File: src/rtl/fft_stage_seq.sv
// fft_stage_seq: row/pass sequencer for the radix-16 FFT banks; optional read stall via FFT_SEQ_HOLD_EN
module fft_stage_seq #(
  parameter int N_STAGES = 3,
  parameter int ROWS     = 256,
  parameter int PIPE_LAT = 6,
  parameter int AW       = 12
) (
  input  logic          i_clk,
  input  logic          i_rst_n,
  input  logic          i_start,
`ifdef FFT_SEQ_HOLD_EN
  input  logic          i_hold,
`endif
  output logic          o_done,
  output logic          o_busy,
  output logic [1:0]    o_stage,
  output logic [AW-1:0] o_rd_addr,
  output logic [AW-1:0] o_wr_addr,
  output logic          o_we_fsc,
  output logic          o_we_iobuf,
  output logic          o_sel_itr,
  output logic [3:0]    o_sel_permr,
  output logic [3:0]    o_sel_permw,
  output logic [15:0]   o_exp_base
);
  typedef enum logic [1:0] {IDLE, READ, DRAIN, FINISH} state_t;
  localparam int CW = $clog2(PIPE_LAT) + 1;
  localparam logic [1:0] LAST = 2'(N_STAGES - 1);
  typedef struct packed {
    logic          fsc;
    logic          iob;
    logic [3:0]    perm;
    logic [AW-1:0] addr;
  } wr_t;
  state_t        r_state, w_state_n;
  logic [AW-1:0] r_row, w_row_n;
  logic [1:0]    r_stage, w_stage_n;
  logic [CW-1:0] r_cnt, w_cnt_n;
  logic          w_hold;
  logic          r_busy, r_done, r_rd_valid, r_sel_itr;
  logic [AW-1:0] r_rd_addr;
  logic [3:0]    r_sel_permr;
  logic [15:0]   r_exp_base;
  wr_t           r_dly [PIPE_LAT];
  wr_t           w_push;
`ifdef FFT_SEQ_HOLD_EN
  assign w_hold = i_hold;
`else
  assign w_hold = 1'b0;
`endif
  // state, row, pass and drain counters
  always_ff @(posedge i_clk or negedge i_rst_n) begin
    if (!i_rst_n) begin
      r_state <= IDLE;
      r_row   <= '0;
      r_stage <= '0;
      r_cnt   <= '0;
    end else begin
      r_state <= w_state_n;
      r_row   <= w_row_n;
      r_stage <= w_stage_n;
      r_cnt   <= w_cnt_n;
    end
  end
  // next-state: one row per READ cycle, PIPE_LAT drain cycles, then next pass or finish
  always_comb begin
    w_state_n = r_state;
    w_row_n   = r_row;
    w_stage_n = r_stage;
    w_cnt_n   = r_cnt;
    case (r_state)
      IDLE: if (i_start) begin
        w_state_n = READ;
        w_row_n   = '0;
        w_stage_n = '0;
      end
      READ: if (!w_hold) begin
        w_row_n = r_row + 1'b1;
        if (r_row == AW'(ROWS - 1)) begin
          w_state_n = DRAIN;
          w_cnt_n   = '0;
        end
      end
      DRAIN: if (r_cnt == CW'(PIPE_LAT - 1)) begin
        if (r_stage == LAST) w_state_n = FINISH;
        else begin
          w_state_n = READ;
          w_stage_n = r_stage + 1'b1;
          w_row_n   = '0;
        end
      end else w_cnt_n = r_cnt + 1'b1;
      FINISH: begin
        w_state_n = IDLE;
        w_stage_n = '0;
      end
      default: w_state_n = IDLE;
    endcase
  end
  // read-side outputs registered from next state so they line up with the state they describe
  always_ff @(posedge i_clk or negedge i_rst_n) begin
    if (!i_rst_n) begin
      r_busy      <= 1'b0;
      r_done      <= 1'b0;
      r_rd_valid  <= 1'b0;
      r_rd_addr   <= '0;
      r_sel_itr   <= 1'b0;
      r_sel_permr <= '0;
      r_exp_base  <= '0;
    end else begin
      r_busy     <= w_state_n != IDLE;
      r_done     <= w_state_n == FINISH;
      r_rd_valid <= w_state_n == READ;
      if (w_state_n == READ) begin
        r_rd_addr   <= w_row_n;
        r_sel_itr   <= w_stage_n != 2'd0;
        r_sel_permr <= w_row_n[3:0] + {2'b00, w_stage_n};
        r_exp_base  <= (w_stage_n == LAST) ? 16'd0 : (16'(w_row_n) << (4 * w_stage_n));
      end
    end
  end
  // write request for the row issued this cycle; held cycles push an empty slot
  always_comb begin
    w_push.fsc  = r_rd_valid && !w_hold && (r_stage != LAST);
    w_push.iob  = r_rd_valid && !w_hold && (r_stage == LAST);
    w_push.perm = r_rd_addr[3:0] + {2'b00, r_stage};
    w_push.addr = r_rd_addr;
  end
  // delay line matching the HRMF latency so results write back to the row they came from
  always_ff @(posedge i_clk or negedge i_rst_n) begin
    if (!i_rst_n) begin
      for (int i = 0; i < PIPE_LAT; i++) r_dly[i] <= '0;
    end else begin
      r_dly[0] <= w_push;
      for (int i = 1; i < PIPE_LAT; i++) r_dly[i] <= r_dly[i-1];
    end
  end
  assign o_done      = r_done;
  assign o_busy      = r_busy;
  assign o_stage     = r_stage;
  assign o_rd_addr   = r_rd_addr;
  assign o_sel_itr   = r_sel_itr;
  assign o_sel_permr = r_sel_permr;
  assign o_exp_base  = r_exp_base;
  assign o_wr_addr   = r_dly[PIPE_LAT-1].addr;
  assign o_sel_permw = r_dly[PIPE_LAT-1].perm;
  assign o_we_fsc    = r_dly[PIPE_LAT-1].fsc;
  assign o_we_iobuf  = r_dly[PIPE_LAT-1].iob;
endmodule

File: config.mk
export PLATFORM = sky130hd
export DESIGN_NAME = fft_stage_seq
export DESIGN_NICKNAME = d
export VERILOG_FILES = /design/src/rtl/fft_stage_seq.sv
export SDC_FILE = /design/constraint.sdc
export NUM_CORES = 1
export LEC_CHECK = 0
export BUFFER_PORTS_ARGS = -buffer_cell sky130_fd_sc_hd__buf_2
export CAP_MARGIN = 20
export CELL_PAD_IN_SITES_DETAIL_PLACEMENT = 0
export CELL_PAD_IN_SITES_GLOBAL_PLACEMENT = 1
export CORE_MARGIN = 4
export CORE_UTILIZATION = 51
export DETAILED_ROUTE_END_ITERATION = 8
export PLACE_DENSITY = 0.88
export SLEW_MARGIN = 20
export SYNTH_ARGS = -nofsm -noshare
export SYNTH_HDL_FRONTEND = slang
export SYNTH_SLANG_ARGS = --single-unit
File: constraint.sdc
create_clock -name i_clk -period 5.6 [get_ports i_clk]
set_clock_uncertainty 0.05 [all_clocks]
set_input_delay 0.28 -clock i_clk [delete_from_list [all_inputs] [get_ports i_clk]]
set_output_delay 0.28 -clock i_clk [all_outputs]
set_load 0.01 [all_outputs]
== After elaboration in Yosys (flattened, before gate mapping) ==
Index checks and enable logic that the tools add are counted.
Word-level totals
  logic and storage cells: 77
  flip-flop bits (word level): 164
  input port bits: 3
  output and inout port bits: 55
Operators by class
  reduce and logical (&&, ||, !) cells: 7
  add/sub/neg operators: 5
  shift-type cells: 1
  mux-type cells: 17
  equality and inequality tests: 12
Operators with widths (count)
  12-bit two-way mux: 3
  12-bit one-hot mux with 3 select lines: 1
  16-bit two-way mux: 1
  12-bit by 4-bit << shifter with 16-bit output: 1
  2-bit two-way mux: 7
  12-bit by 1-bit adder with 12-bit output, second input constant: 1
  12-bit by 8-bit == test with 1-bit output, second input constant: 1
  2-bit == test, second input constant: 5
  4-bit by 2-bit adder with 4-bit output: 2
  4-bit two-way mux: 2
  2-bit one-hot mux with 4 select lines: 1
  4-bit one-hot mux with 2 select lines: 1
  2-bit inequality test, second input constant: 3
  2-bit one-hot mux with 3 select lines: 1
  2-bit nonzero test: 3
  4-bit by 1-bit adder with 4-bit output, second input constant: 1
  2-bit by 1-bit == test with 1-bit output, second input constant: 2
  4-bit by 3-bit == test with 1-bit output, second input constant: 1
  3-bit AND reduction: 1
  2-bit by 1-bit adder with 2-bit output, second input constant: 1
  1-bit logical AND: 2
  2-bit logical NOT: 1

== Logic depth before layout (Yosys ltp) ==
Gate-level depths: netlist (run 1).
  depth after elaboration: 6
  gate-level depth with buffers: 13
  depth with buffers taken out: 10

== Worst setup path after synthesis (run 1) ==
No wires, ideal clock.
  path type: register to register
  start: reg r_state[0]
  end: reg r_sel_permr[2] (netlist: o_sel_permr[2])
  required time: 5.425 ns
  cell stages (with the launch flop): 13
  setup slack: 2.780 ns
  clock period less this slack: 2.820 ns
  setup time: 0.125 ns
  arrival time: 2.645 ns
  buffers on the path: 2
  path through: dfrtp_1 -> inv_1 -> ha_1 -> nor2b_1 -> o21ai_0 -> and3_1 -> clkbuf_1 -> inv_1 -> clkbuf_1 -> ha_1 -> fa_1 -> xor2_1 -> mux2_2
Between the ends
  longest elaborated chain between the ends: 3
  elaborated cells between the ends (all ways): 12
  classes of those cells: add/sub: 1; eq/ne: 4; mux: 6; reduce/logical: 1
Ends and longest elaborated chain
  start, declared: line 35  | state_t r_state, w_state_n;
  start signal, assigned: line 59  | r_state <= w_state_n;
  2-bit == test or 2-bit logical NOT (tied branches): line 71  | case (r_state)
  2-bit one-hot mux with 3 select lines (*): line 71
  via w_stage_n[0]: line 37  | logic [1:0] r_stage, w_stage_n;
  4-bit by 2-bit adder with 4-bit output (*): line 116  | r_sel_permr <= w_row_n[3:0] + {2'b00, w_stage_n};
  end signal, assigned: line 116
  end, declared: line 42  | logic [3:0] r_sel_permr;
The timed path passes the listed nets; every way through them passes the cells marked *.
A chain may end at the register's enable or synchronous reset.

== Worst setup path after layout (run 1) ==
  start: reg r_state[1]
  end: reg r_sel_permr[2] (netlist: o_sel_permr[2])
Between the ends
  longest elaborated chain between the ends: 3
  elaborated cells between the ends (all ways): 12
  classes of those cells: add/sub: 1; eq/ne: 4; mux: 6; reduce/logical: 1
Ends and longest elaborated chain (line)
  2-bit == test (tied with other cells): 71
  12-bit one-hot mux with 3 select lines (tied with other cells): 71
  4-bit by 2-bit adder with 4-bit output or 2-bit by 1-bit == test with 1-bit output (tied branches): 116, 113
Several ways; a longest one is shown, not always the timed one.

==> summary.md, run 1 <==
| Metric | Value |
|---|---|
| Status | finished, final reports clean |
| Die width | 117 um |
| Vias in the first global route | 3571 |
| Number of synthesized flops with an enable pin | 0 |
| Sequential power share | 0.488 |
| 1st-pass router iterations | 4 |
| Final hold vios | 0 |
| Num CTS Buffers | 17 |
| Register area share after synthesis | 0.672 |
| Asr flop ratio synth | 1.00 |
| Minimum clock period | 3.59 ns |
| # hold bufs at CTS | 1 |
| Syn Nets | 459 |
| Global-route wire length before repair | 18100 um |
| Max Buffers Root-to-Sink | 2 |
| I/O pin count | 58 |
| GRT Overall Usage | 0.167 |
| Slew margin rel. | 0.439 |
| # port buffers | 57 |
| Area grow syn2layout | 13.3% |
| Initial antenna violation count | 0 |
| Syn Std Cell Area | 6100 sq um |
| Max Clk Rate | 0.279 GHz |
| Final Slew Violations | 0 |
| Core area | between 10000 and 15000 sq um |
| Drt via density | between 5 and 6 |
| WP data required | ~5.9 ns |
| Max-cap violations | 0 |
| Setup TNS | 0 ns |
| Share of layout cells above drive strength 1 | 0.237 |
| NetSw | slightly above 500 uW |
| Pwr Density | ~350 nW/um^2 |
| RSZ-0062 raised after global routing | false |
| Syn_area_per_cell | 13.9 sq um |
| CTS Sinks | 164 |
| Initial core utilization | 0.528 |
| Area share of the leading cell type in the synthesized netlist | 0.672 |
| Final setup fails | 0 |
| Syn Inst Count | 440 |
| Wire per inst | 17.4 um |
| Endpoint type of the worst setup path | flip-flop |
| Pre-CTS WS | between 2 and 2.5 ns |
| Worst Path Max Fanout | 20 |
| Crit path DAT | 3.84 ns |
| DR iter-0 viols | between 300 and 400 |
| Peak supply drop | about 0.2 mV |
| Total wire length | between 10000 and 15000 um |
| Leakage power | ~0.0032 uW |
| Synth Flop Type | dfrtp_1 |
| Die ar. | approximately 14000 sq um |
| Placer Congestion | 0.850 |
| DP HPWL | between 6000 and 7000 um |
| H-tree depth | 4 |
| CTS Root Cell | clkbuf_16 |
| Clk pwr share | 0.502 |
| Worst slew pin tran | 0.842 ns |
| Pin count of the biggest net entering global routing | 102 |
| Combinational share of power | 0.010 |
| Post_cts resized | 0 |
| Crit start category | flip-flop |
| Chip height | around 120 um |
| Synth Warn # | 0 |
| Setup ws final | 2.01 ns |
| Synth unique cells | between 50 and 60 |
| Area leader, netlist | dfrtp_1 |
| # DRC | 0 |
| Via count | 3492 |
| Post-CTS setup repair buffer count | 0 |
| Sw Share | 0.210 |
| Setup Crit Path Kind | reg -> reg |
| Worst-skew pair later-pin latency | 0.42 ns |
| Post-route ant nets | 0 |
| N_diodes | 0 |
| GR Overflow Total | 0 |
| Clock-pin slew of the registers on the worst-case setup and hold paths | roughly 0.060 ns |
| Worst min path class | reg -> reg |
| Final-layout fill cell count | 875 |
| Net count, final | 492 |
| Yosys reg bits | 164 |
| Period utilization | 0.640 |
| FP Rows | 39 |
| Top post-synthesis cells by area | dfrtp_1 67%, buf_4 3.4%, ha_1 2.9% |
| Internal power | 1920 uW |
| TritonCTS clock tree | built |
[power by group through the flow]
stage / sequential (uW) / clock (uW) / combinational (uW)
2_1_floorplan: 1210 / 0 / 0.00345
3_3_place_gp: 1210 / 0 / 24.1
3_5_place_dp: 1210 / 0 / 24.9
4_1_cts: 1180 / 1250 / 25.5
5_1_grt: 1180 / 1300 / 29.1
6_report: 1180 / 1220 / 23.2
[flip-flops by register name (all words and copies together), names as in the netlist]
signal,flops
r_rd_valid,1
o_sel_permr,4
o_done,1
o_busy,1
r_row,12
o_rd_addr,12
o_exp_base,16
r_dly,90
o_sel_itr,1
o_sel_permw,4
o_wr_addr,12
o_stage,2
o_we_fsc,1
r_state,2
r_cnt,4
o_we_iobuf,1
[cell type report]
| cell class | instances | area (sq um) | area share |
|---|---|---|---|
| flip-flops and latches | 164 | 4100 | 0.594 |
| repair buffers | 62 | 332 | 0.0480 |
| multi-input cells | 208 | 1600 | 0.231 |
| well taps | 143 | 179 | 0.0259 |
| inverters | 20 | 75.1 | 0.0109 |
| clock buffers | 19 | 443 | 0.0641 |
| clock inverters | 13 | 184 | 0.0266 |
[kinds of logic (layout without fill, tap and decap cells)]
logic type,after synthesis,in the layout,synth area share
flip-flops,164,164,0.672
multiplexers,17,17,0.0375
adder cells (fa/ha/maj),16,16,0.0353
XOR/XNOR,3,3,0.00430
AO/OA/AOI/OAI,93,93,0.114
buffers and inverters,68,114,0.0660
AND/OR/NAND/NOR,79,79,0.0705
[cells in the final DEF, fill, tap and decap left out, types with 3 or more instances in the layout]
cell	n
dfrtp_1	164
buf_2	56
o211ai_1	22
nor2_1	21
inv_1	19
o21ai_0	19
clkbuf_16	17
ha_1	14
o31ai_1	13
nand2_1	12
nand3_1	11
mux2_4	10
a211o_1	8
and3_1	7
inv_6	6
a21oi_1	5
mux2_2	5
nor4_1	4
buf_4	4
nor2b_1	3
nand4_1	3
o21a_1	3
and4_1	3
a21o_1	3
inv_8	3
bufinv_16	3
[per-layer routing]
layer  vias up  track usage  routed length [um]
met2       124        0.258                5190
li1       1592            -                   -
met3        21       0.0491                 603
met5         -            0                   0
met4         0       0.0777                 220
met1      1755        0.221                4900
[per-stage QoR]
stage                     area (sq um)  hold WS [ns]  total power (uW)  cells  utilization
after floorplan                   6100       -0.0656              1210    440            -
after detailed placement          6280         0.285              1230    596        0.543
after CTS                         6910         0.296              2460    629        0.598
after global routing              6910         0.298              2510    629        0.598
final                             6910         0.294              2430    629        0.598
after global placement            6280         0.281              1230    596        0.543
[worst paths after layout]
path                       cells past startpoint                          to            startpoint  slack [ns]
setup / recovery                              10  o_sel_permr[2]$_DFFE_PN0P_  r_state[1]$_DFF_PN0_        2.01
hold / removal                                 0     o_wr_addr[11]$_DFF_PN0_   r_dly[29]$_DFF_PN0_        0.29
setup reg to reg                              10  o_sel_permr[2]$_DFFE_PN0P_  r_state[1]$_DFF_PN0_        2.01
hold reg to reg                                0     o_wr_addr[11]$_DFF_PN0_   r_dly[29]$_DFF_PN0_        0.29
max in group asynchronous                      3  o_sel_permr[2]$_DFFE_PN0P_               i_rst_n        3.70
min in group asynchronous                      2          o_we_fsc$_DFF_PN0_               i_rst_n        0.47
[critical path, cell delays in order, from the launching register on]
cell and delay (ns):
dfrtp_1 0.44, inv_1 0.12, ha_1 0.61, inv_1 0.20, nand4_1 0.13, and3_1 0.46, inv_1 0.30, ha_1 0.31
fa_1 0.38, xor2_1 0.18, mux2_2 0.29
[synthesized netlist by cell type (7+ instances only)]
| library cell | number |
|---|---|
| dfrtp_1 | 164 |
| buf_4 | 28 |
| o211ai_1 | 22 |
| nor2_1 | 21 |
| inv_1 | 19 |
| o21ai_0 | 19 |
| ha_1 | 14 |
| clkbuf_1 | 13 |
| o31ai_1 | 13 |
| nand2_1 | 12 |
| nand3_1 | 11 |
| mux2_4 | 10 |
| a211o_1 | 8 |
| and3_1 | 7 |
Note: power is estimated with default switching activity, not from simulation.
==> inputs of run 2 (changes only) <==
--- a/config.mk
+++ b/config.mk
@@ -10,9 +10,9 @@
 export CELL_PAD_IN_SITES_DETAIL_PLACEMENT = 0
 export CELL_PAD_IN_SITES_GLOBAL_PLACEMENT = 1
 export CORE_MARGIN = 4
-export CORE_UTILIZATION = 51
+export CORE_UTILIZATION = 44
 export DETAILED_ROUTE_END_ITERATION = 8
-export PLACE_DENSITY = 0.88
+export PLACE_DENSITY = 0.81
 export SLEW_MARGIN = 20
 export SYNTH_ARGS = -nofsm -noshare
 export SYNTH_HDL_FRONTEND = slang
==> constraint.sdc (replaced) <==
create_clock -name i_clk -period 3.1 [get_ports i_clk]
set_clock_uncertainty 0.05 [all_clocks]
set_input_delay 0.155 -clock i_clk [delete_from_list [all_inputs] [get_ports i_clk]]
set_output_delay 0.155 -clock i_clk [all_outputs]
set_load 0.01 [all_outputs]
==> run 2 against run 1 <==
Compared with the run above: setup slack lost 1.7 ns; register-to-register slack worse by 1.7 ns; final cell count increased by 7.0%; flip-flop and latch count unchanged; sequential power increased by 81%; die area up 15%; critical path depth stayed put; worst hold slack lost 0.075 ns; final area up 1.2%; largest cell class unchanged.
==> summary.md, run 2 (synthesis gave the netlist of run 1 again) <==
| Metric | Value |
|---|---|
| Status | finished, final reports clean |
| Worst stage delay on the critical path | around 0.45 ns |
| RSZ-0062 raised after global routing | false |
| Net count, final | around 500 |
| DR iter-0 viols | 232 |
| Wire per inst | 17.2 um |
| Endpoint type of the worst setup path | flip-flop |
| Setup TNS | 0 ns |
| Die ar. | 15800 sq um |
| Max Clk Rate | roughly 0.36 GHz |
| Num CTS Buffers | 17 |
| Fin area | 7000 sq um |
| Largest Register | r_dly |
| Final Power | ~4100 uW |
| Worst-skew pair later-pin latency | 0.42 ns |
| Worst Hold Launch | i_start |
| Worst Path Max Fanout | 8 |
| Worst min path class | in -> reg |
| GRT Overall Usage | 0.157 |
| Crit path max-delay family | adder cells |
| Worst Path Buf+Inv | 2 |
| Pwr Density | 592 nW/um^2 |
| Minimum clock period | 2.81 ns |
| TritonCTS clock tree | built |
| Most frequent cells in the layout | 164 x dfrtp_1, 56 x buf_2, 22 x o211ai_1 |
| Initial antenna violation count | 0 |
| 1st-pass router iterations | 4 |
| Pin count of the biggest net entering global routing | 104 |
| Initial core utilization | 0.456 |
| # port buffers | 57 |
| Cell Chain, Critical Path | inv_1 > ha_1 > nor2b_2 > o21ai_0 > and3_2 > inv_1 > ha_1 > fa_1 > xor2_1 > mux2_2 |
| Post-CTS setup repair buffer count | 0 |
| Setup ws final | 0.287 ns |
| CTS Sinks | roughly 160 |
| Placer Congestion | 0.855 |
| CTS Root Cell | clkbuf_16 |
| Post-route ant nets | 0 |
| Worst reg2reg startpoint | r_state[0]$_DFF_PN0_ |
| Area grow syn2layout | 14.6% |
| Crit path launch | r_state[0]$_DFF_PN0_ |
| H-tree depth | 4 |
| Vias in the first global route | 3727 |
| DP HPWL | 7610 um |
| Drt via density | approximately 5.3 |
| Critical path's slowest cell | dfrtp_1 |
| Final setup fails | 0 |
| Final-layout fill cell count | 1151 |
| Worst slew pin tran | slightly below 0.9 ns |
| Slew margin rel. | 0.409 |
| Share of layout cells above drive strength 1 | 0.252 |
| WP data required | 3.35 ns |
| Commonest non-fill, non-tap cell in the layout | dfrtp_1 |
| I/O pin count | 58 |
| Crit path DAT | between 3 and 4 ns |
| Via count | 3574 |
| Register Area | around 4100 sq um |
| Total wire length | between 10000 and 15000 um |
| GR Overflow Total | 0 |
| Chip height | approximately 130 um |
| Final Slew Violations | 0 |
| Die width | around 130 um |
| Max Buffers Root-to-Sink | 2 |
| FP Rows | 42 |
| Setup Crit Path Kind | reg -> reg |
| Period utilization | 0.907 |
| Core area | 13400 sq um |
| Peak supply drop | 0.265 mV |
| Placed Area | 6420 sq um |
| Global-route wire length before repair | 19500 um |
| Largest register FFs | 90 |
| Clock-pin slew of the registers on the worst-case setup and hold paths | 0.06 ns |
| Pre-CTS WS | 0.0881 ns |
| Multi-input logic area | 1610 sq um |
| Max-cap violations | 0 |
| Leakage power | 0.00326 uW |
| Final hold vios | 0 |
| Crit start category | flip-flop |
| # DRC | 0 |
| N_diodes | 0 |
run 2: area by class of cell:
type,instances,share of cell area
inverter,20,0.0107
tap,176,0.0315
clock inverter,6,0.0102
multi-input combinational,208,0.230
timing repair buffer,74,0.0621
sequential,164,0.587
clock buffer,25,0.0694
run 2: power by group:
group	total, uW	switching [uW]	internal (uW)
logic	44.9	40.0	4.93
registers	2140	0	2140
clock network	1950	785	1170
total	4140	825	3320
run 2: layer usage:
metal / share of wire / global-route usage / vias to the layer above
met1: 0.44 / 0.207 / 1837
met4: 0.024 / 0.0719 / 0
met2: 0.47 / 0.241 / 102
met3: 0.062 / 0.0461 / 21
li1: - / - / 1614
met5: 0 / 0 / -
run 2: timing repair:
item	in CTS	in global routing
setup endpoints to repair	0	2
hold buffers	1	0
resized for setup	0	3
endpoints found under the hold margin	100	0
run 2: per-stage QoR:
step,utilization,hold WS [ns],instances
floorplan,-,-0.191,440
global placement,0.479,0.262,641
detailed placement,0.479,0.268,641
CTS,0.521,0.226,673
global route,0.522,0.221,673
finish,0.522,0.219,673
run 2: final timing paths:
check	end	slack [ns]	cells past startpoint
worst max-delay path	o_sel_permr[2]$_DFFE_PN0P_	0.29	10
worst min-delay path	r_state[0]$_DFF_PN0_	0.22	4
worst max register to register	o_sel_permr[2]$_DFFE_PN0P_	0.29	10
worst min register to register	r_dly[84]$_DFF_PN0_	0.29	0
max in group asynchronous	o_exp_base[2]$_DFFE_PN0P_	1.77	3
min in group asynchronous	r_dly[66]$_DFF_PN0_	0.35	2
run 2: worst min-delay path: stages:
cell and delay, ns:
buf_2 0.11, nor2b_2 0.08, a32o_1 0.25, inv_1 0.06
==> inputs of run 3 (changes only) <==
==> constraint.sdc (replaced) <==
create_clock -name i_clk -period 2.3 [get_ports i_clk]
set_clock_uncertainty 0.05 [all_clocks]
set_input_delay 0.115 -clock i_clk [delete_from_list [all_inputs] [get_ports i_clk]]
set_output_delay 0.115 -clock i_clk [all_outputs]
set_load 0.01 [all_outputs]
==> run 3 against run 2 <==
Compared with the run above: core utilization increased by 7.6 points; global-route usage is 0.97 points higher; die area did not move; final cell count grew 9.5%; critical endpoint unchanged; the flow now finishes with violations (setup timing); sequential share of layout area down 7.5 points; critical path depth shrank 2; setup slack got worse by 0.37 ns; via count grew 7.8%; clock power rose by 43%; register-to-register slack got worse by 0.37 ns.
==> summary.md, run 3 (synthesis gave the netlist of run 1 again) <==
| Metric | Value |
|---|---|
| Setup ws final | -0.0872 ns |
| Worst min path class | in -> async |
| Net count, final | 568 |
| Die ar. | 15800 sq um |
| Via count | 3853 |
| CTS Sinks | 164 |
| Post-route ant nets | 0 |
| Endpoint type of the worst setup path | flip-flop |
| Final Power | approximately 5700 uW |
| # port buffers | 57 |
| DR iter-0 viols | 204 |
| Multi-input logic area | 2020 sq um |
| Crit start category | flip-flop |
| RR Endpoint | o_sel_permr[2]$_DFFE_PN0P_ |
| Final hold vios | 0 |
| Total wire length | 13100 um |
| Die width | around 130 um |
| Minimum clock period | 2.39 ns |
| CTS Root Cell | clkbuf_16 |
| Initial antenna violation count | 0 |
| Worst hold slack | 0.203 ns |
| N_diodes | 0 |
| GRT Overall Usage | 0.166 |
| Pwr Density | 716 nW/um^2 |
| Initial core utilization | 0.456 |
| Crit path DAT | 2.65 ns |
| Sequential power share | 0.503 |
| Final-layout fill cell count | approximately 1000 |
| Period utilization | 1.04 |
| Commonest non-fill, non-tap cell in the layout | dfrtp_1 |
| Slew margin rel. | 0.602 |
| I/O pin count | 58 |
| Peak supply drop | 0.511 mV |
| Most frequent cells in the layout | 163 x dfrtp_1, 66 x buf_4, 56 x buf_2 |
| DP HPWL | between 8000 and 9000 um |
| NetSw | 1150 uW |
| Vias in the first global route | 3994 |
| Max Clk Rate | 0.419 GHz |
| GR Overflow Total | 0 |
| Share of layout cells above drive strength 1 | 0.435 |
| Worst-skew pair later-pin latency | between 0.4 and 0.5 ns |
| Worst slew pin tran | 0.597 ns |
| WP data required | around 2.6 ns |
| Largest register FFs | 90 |
| Sw Share | 0.201 |
| Combinational share of power | 0.011 |
| Leakage power | 0.00370 uW |
| FP Rows | 42 |
| Placer Congestion | just over 0.8 |
| Drt via density | ~5.2 |
| FF-to-FF setup slack | -0.09 ns |
| Final Slew Violations | 0 |
| H-tree depth | 4 |
| Area grow syn2layout | 31.4% |
| Core area | 13400 sq um |
| Worst Path Max Fanout | 4 |
| TritonCTS clock tree | built |
| Internal power | 4590 uW |
| 1st-pass router iterations | 4 |
| Clk pwr share | 0.486 |
| Wire per inst | 17.8 um |
| Num CTS Buffers | 17 |
| Register Area | 4110 sq um |
| Final setup fails | 19 |
| Global-route wire length before repair | between 20000 and 25000 um |
| Worst reg2reg startpoint | o_stage[1]$_DFF_PN0_ |
| Setup Crit Path Kind | reg -> reg |
| R2R cell count | 8 |
| Pin count of the biggest net entering global routing | 70 |
| # DRC | 0 |
| Status | finished, violations left |
| RSZ-0062 raised after global routing | true |
| Max Buffers Root-to-Sink | 2 |
| Failing checks | setup timing |
| Largest Register | r_dly |
| Max-cap violations | 0 |
| Chip height | 126 um |
| Clock-pin slew of the registers on the worst-case setup and hold paths | 0.07 ns |
## run 3: repair_timing
item                       in CTS  in global routing
setup endpoints to repair      26                 32
gates cloned                    0                  3
gates resized for setup        21                 60
hold buffers                    1                  0
pin swaps                       5                 20
setup buffers                   4                 15
hold endpoints to repair       65                  0
## run 3: worst max-delay path by stage
stage                                             to  depth (start not counted)                 start
after floorplan           o_sel_permr[2]$_DFFE_PN0P_                         10  r_state[0]$_DFF_PN0_
after global placement    o_sel_permr[2]$_DFFE_PN0P_                          9  r_state[1]$_DFF_PN0_
after detailed placement   o_exp_base[8]$_DFFE_PN0P_                          9  r_state[1]$_DFF_PN0_
after CTS                 o_sel_permr[2]$_DFFE_PN0P_                          7  r_state[1]$_DFF_PN0_
after global routing      o_sel_permr[3]$_DFFE_PN0P_                         10  o_stage[1]$_DFF_PN0_
final                     o_sel_permr[2]$_DFFE_PN0P_                          8  o_stage[1]$_DFF_PN0_
## run 3: cell type report
type,instances,area share
flip-flops and latches,164,0.512
multi-input cells,208,0.252
repair buffers,138,0.125
clock buffers,21,0.0587
well taps,176,0.0275
clock inverters,10,0.0153
inverters,20,0.00936
## run 3: power groups by stage
| stage | logic [uW] | registers, uW | clock network (uW) |
|---|---|---|---|
| global placement | 66.9 | 2940 | 0 |
| CTS | 70.7 | 2880 | 2870 |
| detailed placement | 69.3 | 2940 | 0 |
| finish | 65.5 | 2890 | 2790 |
| global route | 79.2 | 2880 | 3020 |
| floorplan | 0.0314 | 2940 | 0 |
## run 3: worst max-delay path, cell delays in order (launching register included)
cell	delay, ns
dfrtp_1	0.42
ha_4	0.18
nand4bb_4	0.22
a211oi_4	0.29
a21oi_4	0.13
ha_4	0.19
fa_2	0.38
xor2_1	0.16
mux2_2	0.27
## run 3: metal layers
layer / vias to the layer above / global-route usage / routed length [um]
li1: 1739 / - / -
met1: 1973 / 0.224 / 5750
met2: 120 / 0.261 / 6280
met3: 21 / 0.0512 / 875
met4: 0 / 0.0543 / 228
met5: - / 0 / 0
## run 3: metrics by stage
stage          area [sq um]  instances  utilization  worst slack, ns  setup TNS, ns
4_1_cts                7570        720        0.565          -0.0713         -0.267
2_1_floorplan          6240        440            -           -0.222         -0.792
3_3_place_gp           6860        684        0.512          -0.0595         -0.346
5_1_grt                8020        737        0.598           -0.162          -2.43
3_5_place_dp           6860        684        0.512           -0.171          -1.30
6_report               8020        737        0.598          -0.0872          -1.02
